File: config.mk
export PLATFORM = sky130hd
export DESIGN_NAME = regfile_wb_scheduler
export DESIGN_NICKNAME = d
export VERILOG_FILES = /design/src/rtl/regfile_pkg.sv /design/src/rtl/wb_rr_arbiter.sv /design/src/rtl/regfile_wb_scheduler.sv
export SDC_FILE = /design/constraint.sdc
export NUM_CORES = 1
export LEC_CHECK = 0
export CORE_MARGIN = 4
export CORE_UTILIZATION = 42
export CTS_BUF_LIST = sky130_fd_sc_hd__clkbuf_4 sky130_fd_sc_hd__clkbuf_8
export DETAILED_ROUTE_END_ITERATION = 10
export PLACE_DENSITY = 0.74
export SLEW_MARGIN = 10
export SYNTH_ARGS = -nofsm -noshare
export SYNTH_HDL_FRONTEND = slang
export SYNTH_SLANG_ARGS = --single-unit
File: constraint.sdc
create_clock -name FAS -period 3.2 [get_ports FAS]
set_input_delay 0.48 -clock FAS [delete_from_list [all_inputs] [get_ports FAS]]
set_output_delay 0.48 -clock FAS [all_outputs]
set_load 0.1 [all_outputs]
File: src/rtl/regfile_pkg.sv
// Shared widths and types for the register-file write-back scheduler.
package regfile_pkg;

   localparam int DW   = 33;
   localparam int MW   = 34;
   localparam int AW   = 5;
   localparam int NREG = 2 ** AW;

   typedef logic [AW-1:0] reg_addr_t;
   typedef logic [DW-1:0] reg_data_t;

   typedef enum logic {
      SRC_ALU = 1'b0,
      SRC_MEM = 1'b1
   } wb_src_e;

endpackage

File: src/rtl/wb_rr_arbiter.sv
// Two-way round-robin arbiter between the ALU and load-return write-back sources.
// A lone eligible source always wins.
// On a tie the source that did not win the previous tie is granted.
module wb_rr_arbiter
   import regfile_pkg::*;
(
   input  logic clk,
   input  logic rstN,
   input  logic aluElig,
   input  logic memElig,
   output logic aluWin,
   output logic memWin
);

   wb_src_e rrLast;
   logic    tie;

   assign tie = aluElig & memElig;

   // Grant decision: rrLast only breaks ties, it never blocks a lone requester.
   always_comb begin
      aluWin = 1'b0;
      memWin = 1'b0;
      if (tie) begin
         if (rrLast == SRC_MEM) begin
            aluWin = 1'b1;
         end else begin
            memWin = 1'b1;
         end
      end else begin
         aluWin = aluElig;
         memWin = memElig;
      end
   end

   // Remember who won the last tie; reset favours the ALU on the first tie.
   always_ff @(posedge clk or negedge rstN) begin
      if (!rstN) begin
         rrLast <= SRC_MEM;
      end else if (tie) begin
         rrLast <= aluWin ? SRC_ALU : SRC_MEM;
      end
   end

endmodule

File: src/rtl/regfile_wb_scheduler.sv
// Schedules the single register-file write port between ALU results and load returns,
// keeps a per-register pending-load scoreboard and raises the decode read-hazard stall.
module regfile_wb_scheduler
   import regfile_pkg::*;
(
   input  logic            FAS,
   input  logic            nRST,
   input  logic            alu_valid,
   output logic            alu_ready,
   input  logic [AW-1:0]   alu_addr,
   input  logic [DW-1:0]   alu_data,
   input  logic            mem_valid,
   output logic            mem_ready,
   input  logic [AW-1:0]   mem_addr,
   input  logic [MW-1:0]   mem_data,
   input  logic            ld_issue,
   input  logic [AW-1:0]   ld_issue_addr,
   input  logic [AW-1:0]   rd_addr_n,
   input  logic [AW-1:0]   rd_addr_s,
   input  logic [AW-1:0]   rd_addr_m,
   output logic            stall,
   output logic            wr_en,
   output logic [AW-1:0]   wr_addr,
   output logic [DW-1:0]   wr_data,
   output logic [NREG-1:0] pending,
   output logic            sb_err
);

   logic            aluElig;
   logic            memElig;
   logic            aluWin;
   logic            memWin;
   logic [NREG-1:0] pendingNext;
   reg_data_t       memDataTrunc;
   logic            unusedMemHigh;

   // Only the low DW bits of load data reach the register file.
   assign memDataTrunc  = mem_data[DW-1:0];
   assign unusedMemHigh = ^mem_data[MW-1:DW];

   // An ALU write to a register with an older load in flight must wait (WAW ordering).
   assign aluElig = alu_valid & ~pending[alu_addr];
   assign memElig = mem_valid;

   wb_rr_arbiter uArbiter (
      .clk     (FAS),
      .rstN    (nRST),
      .aluElig (aluElig),
      .memElig (memElig),
      .aluWin  (aluWin),
      .memWin  (memWin)
   );

   assign alu_ready = aluWin;
   assign mem_ready = memWin;

   // Write stage: capture the winner for one cycle; address and data hold when idle.
   always_ff @(posedge FAS or negedge nRST) begin
      if (!nRST) begin
         wr_en   <= 1'b0;
         wr_addr <= '0;
         wr_data <= '0;
      end else if (aluWin) begin
         wr_en   <= 1'b1;
         wr_addr <= alu_addr;
         wr_data <= alu_data;
      end else if (memWin) begin
         wr_en   <= 1'b1;
         wr_addr <= mem_addr;
         wr_data <= memDataTrunc;
      end else begin
         wr_en   <= 1'b0;
      end
   end

   // Scoreboard update: clear on load return, then set on issue so a new load wins.
   always_comb begin
      pendingNext = pending;
      if (memWin) begin
         pendingNext[mem_addr] = 1'b0;
      end
      if (ld_issue) begin
         pendingNext[ld_issue_addr] = 1'b1;
      end
   end

   // Scoreboard register and sticky double-issue error flag.
   always_ff @(posedge FAS or negedge nRST) begin
      if (!nRST) begin
         pending <= '0;
         sb_err  <= 1'b0;
      end else begin
         pending <= pendingNext;
         if (ld_issue && pending[ld_issue_addr]) begin
            sb_err <= 1'b1;
         end
      end
   end

   // Without a bypass, decode holds on a pending load or a write still in the write stage.
   assign stall = pending[rd_addr_n] | (wr_en & (wr_addr == rd_addr_n)) |
                  pending[rd_addr_s] | (wr_en & (wr_addr == rd_addr_s)) |
                  pending[rd_addr_m] | (wr_en & (wr_addr == rd_addr_m));

endmodule

==> run_results.csv <==
group,metric,value,unit
global_routing,grt_usage,0.260,
logic_synthesis,async_flop_share,1.00,
global_routing,antenna_found_initial,0,
sta,relSlewSlack,0.326,
sta,setup_viol,0,
global_routing,grt.overflow.total,0,
routing,dr_total_vias,5445,
clock_tree,cts_buffer_depth,2,
global_routing,grt_pass1_vias,5349,
cells_and_area,layout_common_cells,"102 x clkdlybuf4s50_1, 79 x buf_4, 72 x inv_1, 64 x a211oi_1, 45 x nand2_1",
die,die_height,122,um
worst_setup_path,arrival,2630,ps
logic_synthesis,avgSynthCellArea,10.4,sq um
worst_setup_path,reg2reg_from,"pending[3]",
cells_and_area,stdcell_area,0.00757,sq mm
routing,detail-route-antenna-nets,0,
logic_synthesis,synth-edff-count,0,
worst_setup_path,cp-start-kind,"input port",
die,die_w,122,um
worst_setup_path,end_kind,"primary output",
logic_synthesis,synth_cell_type_count,43,
routing,drt_first_pass_iters,5,
routing,wl_per_cell,23.0,um
clock_tree,clkLatencyLatePin,370,ps
logic_synthesis,synth_fa_ha_area_frac,0,
global_routing,grt_max_degree,74,
cells_and_area,layout_commonest_cell,"clkdlybuf4s50_1",
power,ir_drop,0.276,mV
clock_tree,cts_buffers,9,
logic_synthesis,synth_compound_area_frac,0.267,
die,initial_core_util,0.432,
sta,fmaxAchievable,321,MHz
logic_synthesis,yosys_warnings,0,
job,cap_violations,0,
outcome,status,"finished, final reports clean",
worst_setup_path,critPathKind,"input port to primary output",
worst_setup_path,ff2ff_setup_slack,1020,ps
die,dieArea,0.0150,sq mm
global_routing,use_met1,0.371,
worst_setup_path,r2r_end,"wr_data[10]",
global_routing,grt_pass1_wl,30.1,mm
placement,placed_cell_area,0.00726,sq mm
logic_synthesis,synthSimpleGateAreaFrac,0.0903,
logic_synthesis,yosysSeqAreaShare,0.332,
sta,slew_violations,0,
global_routing,top_usage_layer,"met2",
clock_tree,cts_tree,"built",
power,p_leak,3.14,nW
logic_synthesis,synth_area,0.00550,sq mm
sta,period_minus_slack,3110,ps
routing,viasPerCell,6.29,
global_routing,grt_util_met2,0.397,
logic_synthesis,synth-seq-cells,73,
logic_synthesis,synthesis.nets,632,
logic_synthesis,synth_mux_area_frac,0.183,
logic_synthesis,syn_inst,530,
sta,fin_skew,12.9,ps
routing,drt-total-wl,19.9,mm
placement,io_buffers,175,
cells_and_area,n_antenna_cell,0,
clock_tree,h-tree-depth,3,
placement,place.gp.congestion,0.924,
sta,finalCritPeriodShare,0.973,
routing,drt-initial-drc-count,559,
worst_setup_path,worstPathMaxFanout,9,
worst_setup_path,rr_worst_depth,7,
die,pin_count,177,
cells_and_area,final_nets,791,
worst_setup_path,crit_required,2720,ps
logic_synthesis,synth_top_family_by_area,"compound AO/OA/AOI/OAI gates",
clock_tree,path_clk_slew,70,ps
cells_and_area,areaGrowthSynthToFinish,37.6,%
die,rows,41,
clock_tree,root_buffer,"clkbuf_8",
cells_and_area,final_core_util,0.595,
logic_synthesis,synth_xor_area_frac,0.0255,
routing,remaining_drc_errors,0,
cells_and_area,layout-drive-gt1-share,0.294,
sta,hold_viol,0,
global_routing,use_met3,0.0548,
clock_tree,clock-sinks,73,
logic_synthesis,synth_ff_type,"dfrtp_1",
placement,post-dp-hpwl,13.7,mm
cells_and_area,multi_input_area,0.00312,sq mm
sta,fin_tns_setup,0,ps
clock_tree,postCtsHoldBufs,0,
worst_hold_path,holdCritPathClass,"input port to async pin",
die,core,0.0127,sq mm
cells_and_area,regArea,0.00187,sq mm
cells_and_area,fillers,1122,
power,cellPowerDensity,461,mW/mm^2
sta,worst_pin_slew,1010,ps
## cells in the mapped netlist, types with 5 or more instances
library cell,n,area (sq um)
buf_6,9,101
nor4_1,5,31.3
a211oi_1,64,480
nor2_1,7,26.3
o221ai_1,31,272
a2111oi_0,33,289
buf_2,10,50.1
nand3_1,13,65.1
nand2_1,45,169
xor2_1,6,52.6
xnor2_1,10,87.6
mux2i_1,15,150
a211oi_2,13,163
nand3b_1,8,60.1
mux4_2,38,856
dfrtp_1,72,1800
inv_1,72,270
clkbuf_1,23,86.3
## critical path: stages
cell	delay, ps
clkdlybuf4s50_1	730
mux4_2	390
mux4_2	500
mux2i_2	150
nand4_1	170
buf_12	210
## timing repair
action                                  in CTS  in global routing
setup buffers                                0                  3
endpoints found under the hold margin        0                  0
endpoints found under the setup margin       0                  1
gates resized for setup                      0                  6
## state kept, by name, summed over array words and instances (netlist names)
register and cells:
pending 32, sb_err 1, uArbiter.rrLast 1, wr_addr 5
wr_data 33, wr_en 1
## per-layer routing
layer  vias up  wire length, um
met5         -                0
met4         0              509
met3        49             1840
met2       318             9490
met1      2688             8100
li1       2390                -
## how the worst max path moves through the flow
stage / start / slack (ps) / end / cells after the start
3_5_place_dp: rd_addr_s[0] / 30 / stall / 7
6_report: rd_addr_n[1] / 90 / stall / 6
4_1_cts: rd_addr_s[0] / 20 / stall / 7
5_1_grt: rd_addr_n[1] / -8 / stall / 6
3_3_place_gp: rd_addr_m[0] / 50 / stall / 7
2_1_floorplan: rd_addr_m[0] / 50 / stall / 5
## per-stage QoR
| step | hold slack, ps | worst slack [ps] | total power [mW] | cells |
|---|---|---|---|---|
| 6_report | 266 | 87.9 | 3.49 | 866 |
| 5_1_grt | 337 | -7.93 | 3.62 | 866 |
| 4_1_cts | 306 | 20.4 | 3.48 | 860 |
| 3_5_place_dp | 448 | 25.6 | 2.72 | 844 |
| 3_3_place_gp | 443 | 52.4 | 2.70 | 844 |
| 2_1_floorplan | 184 | 52.9 | 2.26 | 530 |
## report_power, final
part           leakage, nW  internal [mW]  switching (mW)
Combinational         2.30          0.441            1.13
Sequential           0.725           1.02           0.128
Clock                0.108          0.406           0.356
Total                 3.14           1.87            1.61
## cell type report
class | instances | share of cell area
multi-input combinational | 336 | 0.412
timing repair buffer | 197 | 0.251
sequential | 73 | 0.247
inverter | 72 | 0.0357
tap | 172 | 0.0284
clock buffer | 13 | 0.0212
clock inverter | 3 | 0.00529
## logic make-up (layout without fill, tap and decap cells)
family / count (synthesis) / in the layout
flip-flops: 73 / 73
buffers and inverters: 121 / 285
AND/OR/NAND/NOR: 100 / 100
AO/OA/AOI/OAI: 167 / 167
XOR/XNOR: 16 / 16
multiplexers: 53 / 53
Power figures use the tool's default switching activity.
==> edit 1 (same settings) <==
`pending` no longer has a reset.
--- a/src/rtl/regfile_wb_scheduler.sv
+++ b/src/rtl/regfile_wb_scheduler.sv
@@ -88,12 +88,14 @@
    always_ff @(posedge FAS or negedge nRST) begin
       if (!nRST) begin
-         pending <= '0;
          sb_err  <= 1'b0;
       end else begin
-         pending <= pendingNext;
          if (ld_issue && pending[ld_issue_addr]) begin
             sb_err <= 1'b1;
          end
       end
+   end
+
+   always_ff @(posedge FAS) begin
+      pending <= pendingNext;
    end
 
Formal check against the unedited RTL: not equivalent (a bounded check fails within 4 cycles, from zero or initial values and one cycle with nRST low).
==> edit 1 against the unedited design <==
Routed wire length is 4.0% lower. Die area is 2.7% lower. Setup slack improved by 0.19 ns. Synthesized cell count unchanged. Sequential cell count is the same. Design area down 2.2%. Power grew 1.6%. Largest cell class unchanged. Global-route usage shrank 0.50 points. Clock skew is 0.0041 ns higher. Non-clock buffer count is 2 lower. Highest routed layer unchanged. Synthesized area decreased by 2.9%. Count of clock-buffer cells in the layout stayed put.
==> edit 1: results <==
[yosys]
yosysWarnings = 0
synth_fp_nets = 632
synth_cell_types = 44
synth.area.top_cells = dfrtp_1 (19%), mux4_2 (16%), dfxtp_1 (12%)
yosys-top-cells-count = inv_1 (72), a211oi_1 (64), nand2_1 (45)
ys_async_sr_fraction_pct = 56.2
seq_area_frac_synth_pct = 31.2

[global_routing]
grt_pass1_wl_um = 29400
grtUsageMet1_pct = 33.9
grt_max_degree = 76
antenna_found_initial = 0
grt_pass1_vias = 5318
grtUsageMet2_pct = 38.7
grt_use_met3_pct = 7.86
grtUsageTotal_pct = 25.5

[clock_network]
cts_root_buffer = clkbuf_8
clock_path_buffers = 2
cts_made_buffers = 9
h-tree-depth = 3
clk_latency_ns = 0.36
cts.clk_slew.worst_paths_ns = 0.09

[setup_path]
worst-path-max-fanout = 9
reg2reg_slack_ns = 0.98
endpoint = stall
r2r-end = wr_data[22]
reg2regPathDepth = 3
rr_startpoint = uArbiter.rrLast
setup.worst_path.start = rd_addr_m[1]

[route]
dr_wl_met2_um = 8990
met1_length_um = 7760
first_pass_iters = 7
via_count = 5387
wl_per_cell_um = 22.2
top_layer_used = met4
drt_iter0_drc = 594
route.met3.wl_um = 1820

[power_and_ir_drop]
p_leak_nw = 3.11
p_seq_mw = 1.15
clkPwrFrac_pct = 23.8
finalPower_mw = 3.54
max-vdd-ir-drop_v = 0.000239
p_switching_mw = 1.60

[finish]
top_regs = wr_data x33, pending x32, wr_addr x5
nets = 789
drive_above_1_share_pct = 29.2
diodes = 0

[worst_hold_path]
hp-class = in -> async

[placement]
hpwl_um = 13400
io_buffer_count = 175
gp_congestion = 0.902

[sta]
max_slew_margin_pct = 32.6
finClkSkew_ns = 0.0170

[run_status]
status = completed
## edit 1: cell types whose count changed after synthesis
cell | unedited run | this run
dfrtp_1 | 72 | 40
dfxtp_1 | 0 | 32
## edit 1: final cells by class
class	instances	area, um^2
Timing Repair Buffer	195	1870
Multi-Input combinational cell	336	3120
Sequential cell	73	1710
Clock buffer	13	160
Clock inverter	3	65.1
Tap cell	168	210
Fill cell	1057	4810
Inverter	72	270
## edit 1: stage by stage
step           cells  setup WS, ns  utilization [%]  instance area [um^2]
2_1_floorplan    530      0.000143                -                  5390
3_3_place_gp     840        0.0553             58.0                  7080
3_5_place_dp     840        0.0340             58.0                  7080
4_1_cts          856        0.0326             59.8                  7310
5_1_grt          860         0.156             60.6                  7400
6_report         860         0.277             60.6                  7400
## edit 1: cell families after synthesis
family | synth area share (%)
xor gates and xnor gates | 2.62
buffers and inverters | 10.5
DFF | 31.2
AOI/OAI and AO/OA | 27.5
and+or+nand+nor | 9.30
muxes | 18.8
## edit 1: worst min path at each step
stage	startpoint	endpoint	slack [ns]	depth (start not counted)
floorplan	nRST	sb_err	0.18	0
global placement	sb_err	sb_err	0.45	1
detailed placement	sb_err	sb_err	0.45	1
CTS	nRST	wr_data[0]	0.29	1
global route	nRST	wr_data[1]	0.33	1
finish	nRST	wr_data[1]	0.27	1
## edit 1: timing repair
item / 4_1_cts / 5_1_grt
gates resized for setup: 0 / 5
endpoints found under the setup margin: 0 / 1
setup buffers: 0 / 1
hold buffers: 0 / 0
## edit 1: worst max-delay path, stage by stage
cell and delay, ns:
clkdlybuf4s50_1 0.46, buf_4 0.18, mux4_2 0.31, mux4_2 0.47, mux2i_1 0.15, nand4_1 0.18, buf_12 0.21
==> edit 2 (config.mk and constraints unchanged) <==
Without the edit above. `AW`: 5 -> 3.
--- a/src/rtl/regfile_pkg.sv
+++ b/src/rtl/regfile_pkg.sv
@@ -4,5 +4,5 @@
    localparam int DW   = 33;
    localparam int MW   = 34;
-   localparam int AW   = 5;
+   localparam int AW   = 3;
    localparam int NREG = 2 ** AW;
 
Interface: changed (8 resized); port bits go from 177 to 139. No check against the original RTL was run, so the function may have changed too.
==> edit 2 against the unedited design <==
Synthesized area shrank 42%. Design area shrank 38%. Sequential cell count shrank 26. Clock skew shrank 0.0038 ns. Combinational power grew 46%. Critical path depth grew 1. Setup slack gained 0.28 ns. Routed wire length shrank 55%. Power grew 2.2%.
==> edit 2: results <==
[route]
drt_iter0_drc = 179
first_pass_iters = 6
via_per_inst = 5.48
wl_per_cell_um = 17.4

[power_and_ir_drop]
p_leak_nw = 2.04
max-vdd-ir-drop_v = 0.000366

[clock_network]
clkSinkCount = 47
h-tree-depth = 2
clk_latency_ns = 0.30
cts.clk_slew.worst_paths_ns = 0.09
cts_made_buffers = 5

[finish]
nets = 502
drive_above_1_share_pct = 23.2
top_regs = wr_data x33, pending x8, wr_addr x3

[global_routing]
grtUsageMet1_pct = 24.6
grt_max_degree = 60
grt_pass1_vias = 2923
grtUsageTotal_pct = 19.9
grtUsageMet2_pct = 34.9
grt_pass1_wl_um = 14300

[yosys]
yosys-top-cells-count = dfrtp_1 (46), mux2i_1 (41), inv_1 (37)
synth.area.top_cells = dfrtp_1 (36%), a221oi_2 (16%), mux2i_1 (13%)
seq_area_frac_synth_pct = 36.7
synth_fp_nets = 375

[setup_path]
cp.arrival_ns = 2.36
worst-path-max-fanout = 4

[run_status]
status = completed

[placement]
gp_congestion = 0.840
io_buffer_count = 137
dpl_cell_area_mm2 = 0.00457

[sta]
worstMarginPinSlew_ns = 1.06
## edit 2: cell count changes in the layout (fill, tap and decap cells not counted), moves of 31 or more
cell,delta
dfrtp_2,-32
inv_1,-35
nand2_1,-36
nor3_1,+31
a221oi_2,+34
buf_4,-49
a2111oi_0,-33
a211oi_1,-64
## edit 2: kinds of logic (layout without fill, tap and decap cells)
kind of cell	Yosys count	count (layout)	share of synthesized area, %
and+or+nand+nor	64	64	10.4
DFF	47	47	36.7
xor gates and xnor gates	8	8	2.19
buffers and inverters	59	187	8.82
AOI/OAI and AO/OA	57	57	23.1
muxes	50	50	18.8
## edit 2: layer usage
metal,part of all wire (%),wire [um]
met5,0,0
met4,1.0,93
met3,6.3,561
met2,51,4570
met1,41,3690
## edit 2: final cells by class
type                    count  area (um^2)
flip-flops and latches     47         1180
inverters                  39          146
multi-input cells         179         1750
well taps                  99          124
clock inverters             1         8.76
fillers                   591         2660
clock buffers               7         90.1
repair buffers            140         1370
## edit 2: power by group
part	switching [mW]	total [mW]	leakage [nW]	internal [mW]
logic	1.63	2.29	1.46	0.659
registers	0.141	0.888	0.532	0.747
clock network	0.204	0.390	0.0519	0.186
## edit 2: critical path: stages
cell and delay [ns]:
clkdlybuf4s50_1 0.57, mux4_2 0.52, mux2i_1 0.16, nand3_1 0.09, a221oi_1 0.22, nand2_1 0.13, buf_12 0.18
## edit 2: path summary, 6_finish.rpt
path | from | endpoint | slack [ns] | cells after the start
worst max-delay path | rd_addr_s[0] | stall | 0.36 | 7
worst min-delay path | nRST | wr_data[16] | 0.37 | 1
worst max register to register | pending[4] | pending[6] | 1.17 | 6
worst min register to register | sb_err | sb_err | 0.47 | 1
max in group asynchronous | nRST | pending[5] | 2.17 | 1
min in group FAS | sb_err | sb_err | 0.47 | 1
## edit 2: metrics by stage
step	utilization [%]	setup WS (ns)	hold WS (ns)	cells	power (mW)
2_1_floorplan	-	0.347	0.184	285	2.62
3_3_place_gp	62.3	0.384	0.444	504	3.17
3_5_place_dp	62.3	0.352	0.453	504	3.19
4_1_cts	63.7	0.348	0.407	512	3.60
5_1_grt	63.7	0.193	0.437	512	3.72
6_report	63.7	0.363	0.371	512	3.56
